==> src/rtl/game_pixel_gen.sv <==
// game_pixel_gen: pixel generator for the VGA paddle-and-ball game.
// Owns paddle/ball motion, the IDLE/PLAY/MISS/OVER game FSM with lives
// and score, and a registered colour output (1 clk after pixel_x/pixel_y).
//
// Ports:
//   clk                    system clock
//   rstn                   asynchronous active-low reset
//   video_on               visible region flag from the sync counter
//   p_tick                 pixel-rate enable
//   right_k/left_k/start_k level keys, already synchronised
//   pixel_x/pixel_y        current pixel coordinate
//   r/g/b                  registered 4-bit colour channels
//   lives                  remaining lives
//   score                  paddle hits this game, saturating at 255
//   game_over              high while in OVER
module game_pixel_gen #(
  parameter int          H_ACTIVE  = 640,
  parameter int          V_ACTIVE  = 480,
  parameter int          PAD_W     = 64,
  parameter int          PAD_H     = 8,
  parameter int          PAD_Y     = 450,
  parameter int          PAD_STEP  = 4,
  parameter int          BALL_SIZE = 8,
  parameter int          BALL_STEP = 2,
  parameter int          LIVES     = 3,
  parameter logic [11:0] BG_RGB    = 12'h000,
  parameter logic [11:0] BALL_RGB  = 12'hFFF,
  parameter logic [11:0] PAD_RGB   = 12'h0F0,
  parameter logic [11:0] OVER_RGB  = 12'hF00
) (
  input  logic       clk,
  input  logic       rstn,
  input  logic       video_on,
  input  logic       p_tick,
  input  logic       right_k,
  input  logic       left_k,
  input  logic       start_k,
  input  logic [9:0] pixel_x,
  input  logic [9:0] pixel_y,
  output logic [3:0] r,
  output logic [3:0] g,
  output logic [3:0] b,
  output logic [3:0] lives,
  output logic [7:0] score,
  output logic       game_over
);

  typedef enum logic [1:0] {IDLE, PLAY, MISS, OVER} state_t;

  localparam logic [10:0] STEP_P     = 11'(PAD_STEP);
  localparam logic [10:0] STEP_B     = 11'(BALL_STEP);
  localparam logic [10:0] SIZE_B     = 11'(BALL_SIZE);
  localparam logic [10:0] PAD_X_MAX  = 11'(H_ACTIVE - PAD_W);
  localparam logic [10:0] BALL_X_MAX = 11'(H_ACTIVE - BALL_SIZE);
  localparam logic [10:0] MISS_Y     = 11'(V_ACTIVE - BALL_SIZE);
  localparam logic [10:0] PAD_TOP    = 11'(PAD_Y);
  localparam logic [10:0] PAD_BOT    = 11'(PAD_Y + PAD_H);
  localparam logic [10:0] PAD_WID    = 11'(PAD_W);
  localparam logic [10:0] PAD_HGT    = 11'(PAD_H);
  // No floor: the vertical axis never clamps when moving down.
  localparam logic [10:0] Y_OPEN     = 11'h7FF;
  localparam logic [9:0]  PAD_Y_V    = 10'(PAD_Y);
  localparam logic [9:0]  PARK_OFS   = 10'((PAD_W - BALL_SIZE) / 2);
  localparam logic [9:0]  PARK_Y     = 10'(PAD_Y - BALL_SIZE);
  localparam logic [9:0]  PAD_X_RST  = 10'((H_ACTIVE - PAD_W) / 2);
  localparam logic [9:0]  REFR_Y     = 10'(V_ACTIVE + 1);
  localparam logic [3:0]  LIVES_INIT = 4'(LIVES);

  // Paddle step with clamping at both screen edges; both/neither keys hold.
  function automatic logic [9:0] pad_move(input logic [9:0] px, input logic rk, input logic lk);
    logic [10:0] p;
    p = {1'b0, px};
    if (rk && !lk) begin
      if (p + STEP_P > PAD_X_MAX) return 10'(PAD_X_MAX);
      return 10'(p + STEP_P);
    end
    if (lk && !rk) begin
      if (p < STEP_P) return 10'd0;
      return 10'(p - STEP_P);
    end
    return px;
  endfunction

  // One ball axis step with wall reflection; returns {dir_pos, new_pos}.
  function automatic logic [10:0] axis_move(input logic [9:0] pos, input logic dir_pos,
                                            input logic [10:0] lim);
    logic [10:0] p;
    p = {1'b0, pos};
    if (dir_pos) begin
      if (p + STEP_B > lim) return {1'b0, 10'(lim)};
      return {1'b1, 10'(p + STEP_B)};
    end
    if (p < STEP_B) return {1'b1, 10'd0};
    return {1'b0, 10'(p - STEP_B)};
  endfunction

  function automatic logic [7:0] sat_inc(input logic [7:0] v);
    return (v == 8'hFF) ? 8'hFF : v + 8'd1;
  endfunction

  function automatic logic in_box(input logic [9:0] px, input logic [9:0] py,
                                  input logic [9:0] x0, input logic [9:0] y0,
                                  input logic [10:0] w, input logic [10:0] h);
    return ({1'b0, px} >= {1'b0, x0}) && ({1'b0, px} < {1'b0, x0} + w) &&
           ({1'b0, py} >= {1'b0, y0}) && ({1'b0, py} < {1'b0, y0} + h);
  endfunction

  state_t      state_q, state_d;
  logic [9:0]  paddle_x, paddle_d;
  logic [9:0]  ball_x, ball_x_d, ball_y, ball_y_d;
  logic        ball_dx, dx_d, ball_dy, dy_d;
  logic [3:0]  lives_q, lives_d;
  logic [7:0]  score_q, score_d;
  logic        game_over_q;
  logic [10:0] ax, ay;
  logic        hit;
  logic        refr_tick;
  logic [11:0] rgb_p0, rgb_p1;

  assign refr_tick = p_tick && (pixel_y == REFR_Y) && (pixel_x == 10'd0);

  // Stage p0: game state next-values and combinational colour select
  always_comb begin
    state_d  = state_q;
    paddle_d = paddle_x;
    ball_x_d = ball_x;
    ball_y_d = ball_y;
    dx_d     = ball_dx;
    dy_d     = ball_dy;
    lives_d  = lives_q;
    score_d  = score_q;
    ax       = '0;
    ay       = '0;
    hit      = 1'b0;
    case (state_q)
      IDLE: begin
        ball_x_d = paddle_x + PARK_OFS;
        ball_y_d = PARK_Y;
        dx_d     = 1'b1;
        dy_d     = 1'b0;
        if (refr_tick) begin
          paddle_d = pad_move(paddle_x, right_k, left_k);
          if (start_k) state_d = PLAY;
        end
      end
      PLAY: begin
        if (refr_tick) begin
          paddle_d = pad_move(paddle_x, right_k, left_k);
          ax       = axis_move(ball_x, ball_dx, BALL_X_MAX);
          ay       = axis_move(ball_y, ball_dy, Y_OPEN);
          hit      = ball_dy &&
                     ({1'b0, ay[9:0]} + SIZE_B >= PAD_TOP) &&
                     ({1'b0, ay[9:0]} + SIZE_B <= PAD_BOT) &&
                     ({1'b0, ball_x} + SIZE_B > {1'b0, paddle_x}) &&
                     ({1'b0, ball_x} < {1'b0, paddle_x} + PAD_WID);
          ball_x_d = ax[9:0];
          dx_d     = ax[10];
          if (hit) begin
            ball_y_d = PARK_Y;
            dy_d     = 1'b0;
            score_d  = sat_inc(score_q);
          end else begin
            ball_y_d = ay[9:0];
            dy_d     = ay[10];
          end
          if ({1'b0, ball_y_d} >= MISS_Y) state_d = MISS;
        end
      end
      MISS: begin
        lives_d = lives_q - 4'd1;
        state_d = (lives_q <= 4'd1) ? OVER : IDLE;
      end
      OVER: begin
        if (refr_tick && start_k) begin
          state_d = IDLE;
          lives_d = LIVES_INIT;
          score_d = 8'd0;
        end
      end
      default: state_d = IDLE;
    endcase

    rgb_p0 = BG_RGB;
    if (!video_on)
      rgb_p0 = 12'h000;
    else if (in_box(pixel_x, pixel_y, ball_x, ball_y, SIZE_B, SIZE_B))
      rgb_p0 = BALL_RGB;
    else if (in_box(pixel_x, pixel_y, paddle_x, PAD_Y_V, PAD_WID, PAD_HGT))
      rgb_p0 = (state_q == OVER) ? OVER_RGB : PAD_RGB;
  end

  // Stage p1: registered state and colour
  always_ff @(posedge clk or negedge rstn) begin
    if (!rstn) state_q <= IDLE;
    else       state_q <= state_d;
  end

  always_ff @(posedge clk or negedge rstn) begin
    if (!rstn) begin
      paddle_x    <= PAD_X_RST;
      ball_x      <= PAD_X_RST + PARK_OFS;
      ball_y      <= PARK_Y;
      ball_dx     <= 1'b1;
      ball_dy     <= 1'b0;
      lives_q     <= LIVES_INIT;
      score_q     <= 8'd0;
      game_over_q <= 1'b0;
      rgb_p1      <= 12'h000;
    end else begin
      paddle_x    <= paddle_d;
      ball_x      <= ball_x_d;
      ball_y      <= ball_y_d;
      ball_dx     <= dx_d;
      ball_dy     <= dy_d;
      lives_q     <= lives_d;
      score_q     <= score_d;
      game_over_q <= (state_d == OVER);
      rgb_p1      <= rgb_p0;
    end
  end

  assign r         = rgb_p1[11:8];
  assign g         = rgb_p1[7:4];
  assign b         = rgb_p1[3:0];
  assign lives     = lives_q;
  assign score     = score_q;
  assign game_over = game_over_q;

endmodule

==> config.mk <==
export PLATFORM = sky130hd
export DESIGN_NAME = game_pixel_gen
export DESIGN_NICKNAME = d
export VERILOG_FILES = /design/src/rtl/game_pixel_gen.sv
export SDC_FILE = /design/constraint.sdc
export NUM_CORES = 1
export LEC_CHECK = 0
export BUFFER_PORTS_ARGS = -buffer_cell sky130_fd_sc_hd__buf_2
export CORE_UTILIZATION = 45
export DETAILED_ROUTE_END_ITERATION = 8
export PLACE_DENSITY = 0.71
export SYNTH_ARGS = -nofsm -noshare
export SYNTH_HDL_FRONTEND = slang
export SYNTH_SLANG_ARGS = --single-unit
==> constraint.sdc <==
create_clock -name clk -period 5.9 [get_ports clk]
set_input_delay 0 -clock clk [delete_from_list [all_inputs] [get_ports clk]]
set_output_delay 0 -clock clk [all_outputs]
set_load 0.005 [all_outputs]
==> impl_metrics.xml <==
<?xml version="1.0" encoding="UTF-8"?>
<metrics>
  <group name="final_layout">
    <metric name="antennaDiodeCount" unit="">0</metric>
    <metric name="share_of_final_layout_standard_cells_stronger_than_drive_strength_1" unit="">0.127</metric>
    <metric name="stdcell_area" unit="mm²">0.00626</metric>
    <metric name="area.sequential" unit="mm²">0.00127</metric>
    <metric name="syn_to_final_growth" unit="%">8.19</metric>
    <metric name="finalNetCount" unit="">862</metric>
    <metric name="n_fill_cell" unit="">1210</metric>
    <metric name="post_layout_nonfiller_instances" unit="">921</metric>
    <metric name="multiInputGateArea" unit="mm²">0.00411</metric>
  </group>
  <group name="hold_path">
    <metric name="worst_hold_path.num_cells" unit="">4</metric>
    <metric name="timing.hold.worst.class" unit="">in2reg</metric>
  </group>
  <group name="detailed_routing">
    <metric name="drt_drc_violations_left" unit="">0</metric>
    <metric name="wl" unit="mm">16.4</metric>
    <metric name="first_iter_violations" unit="">515</metric>
    <metric name="per_cell_routed_wire_length" unit="µm">17.9</metric>
    <metric name="vias_after_detailed_routing" unit="">5664</metric>
    <metric name="antenna_violating_nets_post_route" unit="">0</metric>
    <metric name="drt-pass1-iter-count" unit="">5</metric>
    <metric name="routed_via_count_divided_by_cell_count" unit="">6.15</metric>
  </group>
  <group name="clock_tree">
    <metric name="tritoncts_buffer_count" unit="">5</metric>
    <metric name="post_cts_resized" unit="">0</metric>
    <metric name="total_clock_sinks" unit="">50</metric>
    <metric name="cts_h_tree_lvls" unit="">2</metric>
    <metric name="cts.repair_timing.setup_buffer_count" unit="">0</metric>
    <metric name="clkLatencyLatePin" unit="ns">0.29</metric>
    <metric name="cts_tree" unit="">built</metric>
    <metric name="clock_tree.buffer_depth" unit="">2</metric>
    <metric name="worst_setup_hold_path_clk_slew" unit="ns">0.08</metric>
    <metric name="clockRootBuffer" unit="">clkbuf_16</metric>
    <metric name="cts_hold_repair.buffers" unit="">1</metric>
  </group>
  <group name="critical_path">
    <metric name="crit_path_cell_trace" unit="">ha_1 &gt; nand2_1 &gt; nor3_1 &gt; xnor2_1 &gt; ha_1 &gt; and3_1 &gt; nand3_1 &gt; nor3_1 &gt; a221oi_2 &gt; nand4_1 &gt; a2111o_1 &gt; o41ai_4 &gt; mux2_2</metric>
    <metric name="setup_crit_end_kind" unit="">flip-flop</metric>
    <metric name="max_stage_delay" unit="ns">0.66</metric>
    <metric name="ff2ff_path_depth" unit="">13</metric>
    <metric name="cpMaxStageDelayCell" unit="">dfstp_2</metric>
    <metric name="cp_data_required_time" unit="ns">6.08</metric>
    <metric name="startpoint_type_of_the_worst_setup_path" unit="">flip-flop</metric>
    <metric name="worst-endpoint-arrival" unit="ns">4.25</metric>
    <metric name="timing.critical_path.fanout_max" unit="">12</metric>
    <metric name="worst-setup-path-type" unit="">reg2reg</metric>
  </group>
  <group name="synth">
    <metric name="post_synth_inst_count" unit="">724</metric>
    <metric name="synth_top_cells_by_area" unit="">ha_1, dfrtp_1, dfstp_2</metric>
    <metric name="synthesis.area_per_instance" unit="µm²">7.99</metric>
    <metric name="yosys_register_bits" unit="">50</metric>
    <metric name="syn-cell-area" unit="mm²">0.00579</metric>
    <metric name="synth_top_flop_cell" unit="">dfrtp_1</metric>
    <metric name="synthesis.nets" unit="">838</metric>
    <metric name="synth-seq-area-share" unit="">0.220</metric>
    <metric name="post_synth_num_cell_types" unit="">74</metric>
    <metric name="synthDominantAreaCellType" unit="">ha_1</metric>
    <metric name="async_flop_share" unit="">1.00</metric>
    <metric name="yosys_warnings" unit="">0</metric>
    <metric name="share_of_yosys_cell_area_claimed_by_the_top_area_cell_type" unit="">0.188</metric>
    <metric name="synth_enable_flop_cells" unit="">0</metric>
  </group>
  <group name="sta">
    <metric name="max_freq" unit="MHz">246</metric>
    <metric name="worst_hold_slack" unit="ns">0.163</metric>
    <metric name="final-max-slew-violation-count" unit="">0</metric>
    <metric name="finalSetupTns" unit="ns">0</metric>
    <metric name="final_period_minus_worst_setup_slack" unit="ns">4.07</metric>
    <metric name="rsz0062_at_grt" unit="">no</metric>
    <metric name="finalSetupViolations" unit="">0</metric>
    <metric name="tightestPinTransition" unit="ns">1.02</metric>
    <metric name="final.period_utilization" unit="">0.690</metric>
    <metric name="fin_worst_skew" unit="ns">0.00869</metric>
    <metric name="slew-limit-headroom" unit="">0.311</metric>
    <metric name="number_of_hold_slack_violations_in_the_final_timing_report" unit="">0</metric>
  </group>
  <group name="floorplan">
    <metric name="top_level_ports" unit="">52</metric>
    <metric name="chipWidth" unit="µm">115</metric>
    <metric name="rows" unit="">41</metric>
    <metric name="die_height" unit="µm">115</metric>
    <metric name="dieArea" unit="mm²">0.0133</metric>
    <metric name="floorplan.core_area" unit="mm²">0.0126</metric>
    <metric name="initial_utilization" unit="">0.460</metric>
  </group>
  <group name="global_route">
    <metric name="first_global_vias" unit="">5397</metric>
    <metric name="grt_max_degree" unit="">51</metric>
    <metric name="grt_overflow" unit="">0</metric>
    <metric name="global_route.usage.total" unit="">0.256</metric>
    <metric name="antenna_found_initial" unit="">0</metric>
    <metric name="wire_length_of_the_first_global_routing_pass" unit="mm">26.9</metric>
  </group>
  <group name="place">
    <metric name="place.gp.congestion" unit="">0.910</metric>
    <metric name="dp.final_hpwl" unit="mm">13.0</metric>
    <metric name="placedCellCount" unit="">912</metric>
    <metric name="port_buffers" unit="">51</metric>
    <metric name="dpl_cell_area" unit="mm²">0.00608</metric>
  </group>
  <group name="power_and_ir_drop">
    <metric name="p_leak" unit="nW">2.70</metric>
    <metric name="vdd_drop_max" unit="µV">100</metric>
    <metric name="power-per-cell-area" unit="mW/mm²">121</metric>
  </group>
  <group name="flow_run">
    <metric name="max-cap-violations" unit="">0</metric>
  </group>
  <group name="run_status">
    <metric name="status" unit="">finished, final reports clean</metric>
  </group>
</metrics>
[cells in the final DEF (no fill, tap or decap), types with 26 or more instances in the layout]
cell type / count
a21oi_1: 50
buf_2: 51
dfrtp_1: 34
ha_1: 87
inv_1: 55
nand2_1: 57
nand3_1: 37
nor2_1: 32
nor3_1: 27
o21ai_0: 55
xnor2_1: 26
[path summary, 6_finish.rpt]
check | startpoint | to | slack, ns
max | ball_x[3] | score[1] | 1.83
min | start_k | score[6] | 0.16
max reg2reg | ball_x[3] | score[1] | 1.83
min reg2reg | lives[1] | lives[1] | 0.53
max in group asynchronous | rstn | ball_y[9] | 5.09
min in group asynchronous | rstn | ball_x[7] | 0.35
[critical path: cells and delay by family (launching register included)]
kind | cells | cell delay, ns
compound gates | 3 | 1.23
xor+xnor | 1 | 0.17
fa+ha+maj | 2 | 0.60
flops | 1 | 0.66
mux | 1 | 0.39
simple gates | 6 | 0.90
[cell type report]
class,instances,area share
Tap cell,172,0.0344
Timing Repair Buffer,54,0.0448
Sequential cell,50,0.203
Inverter,59,0.0354
Clock buffer,6,0.0206
Multi-Input combinational cell,578,0.656
Clock inverter,2,0.00620
[Yosys cell counts (all sizes together), types with 6 or more instances]
cell / instances
ha: 87
nand2: 58
inv: 57
o21ai: 56
a21oi: 51
nand3: 38
dfrtp: 34
nor2: 32
nor3: 27
xnor2: 26
clkbuf: 19
buf: 18
dfstp: 16
nor4: 15
or3: 13
and3: 12
o211ai: 12
a31oi: 11
nor2b: 9
a21o: 8
a211oi: 7
o31ai: 7
a221oi: 6
a22oi: 6
and2: 6
nand2b: 6
[registers in the layout, summed over array words and instances, names as in the netlist]
name and count:
rgb_p1 3, lives 4, score 8, paddle_x 10
state_q 2, ball_y 10, game_over 1, ball_dy 1
ball_dx 1, ball_x 10
[per-stage QoR]
| stage | utilization | total power [mW] | setup WS, ns |
|---|---|---|---|
| 6_report | 0.498 | 0.757 | 1.83 |
| 5_1_grt | 0.498 | 0.782 | 1.57 |
| 4_1_cts | 0.498 | 0.757 | 1.85 |
| 3_5_place_dp | 0.484 | 0.422 | 1.85 |
| 3_3_place_gp | 0.484 | 0.419 | 1.96 |
| 2_1_floorplan | - | 0.388 | 2.16 |
[logic make-up after synthesis]
kind of cell,after synthesis,synth area share
buffers and inverters,96,0.0709
AOI/OAI and AO/OA,218,0.249
DFF,50,0.220
adders and majority gates,87,0.188
muxes,6,0.0108
and+or+nand+nor,236,0.214
xor gates and xnor gates,31,0.0469
[where the power goes]
part / internal [mW] / total [mW] / leakage, nW / switching [mW]
combinational: 0.0298 / 0.0728 / 2.03 / 0.0430
sequential: 0.344 / 0.344 / 0.590 / 0.000436
clock: 0.202 / 0.340 / 0.0810 / 0.138
total: 0.575 / 0.757 / 2.70 / 0.182
[layer usage]
metal / up-vias / wire length (µm) / GRT usage
li1: 2727 / - / -
met1: 2738 / 7410 / 0.337
met2: 158 / 7810 / 0.426
met3: 41 / 642 / 0.0295
met4: 0 / 580 / 0.108
met5: - / 0 / 0
(Power assumes the default switching activity.)
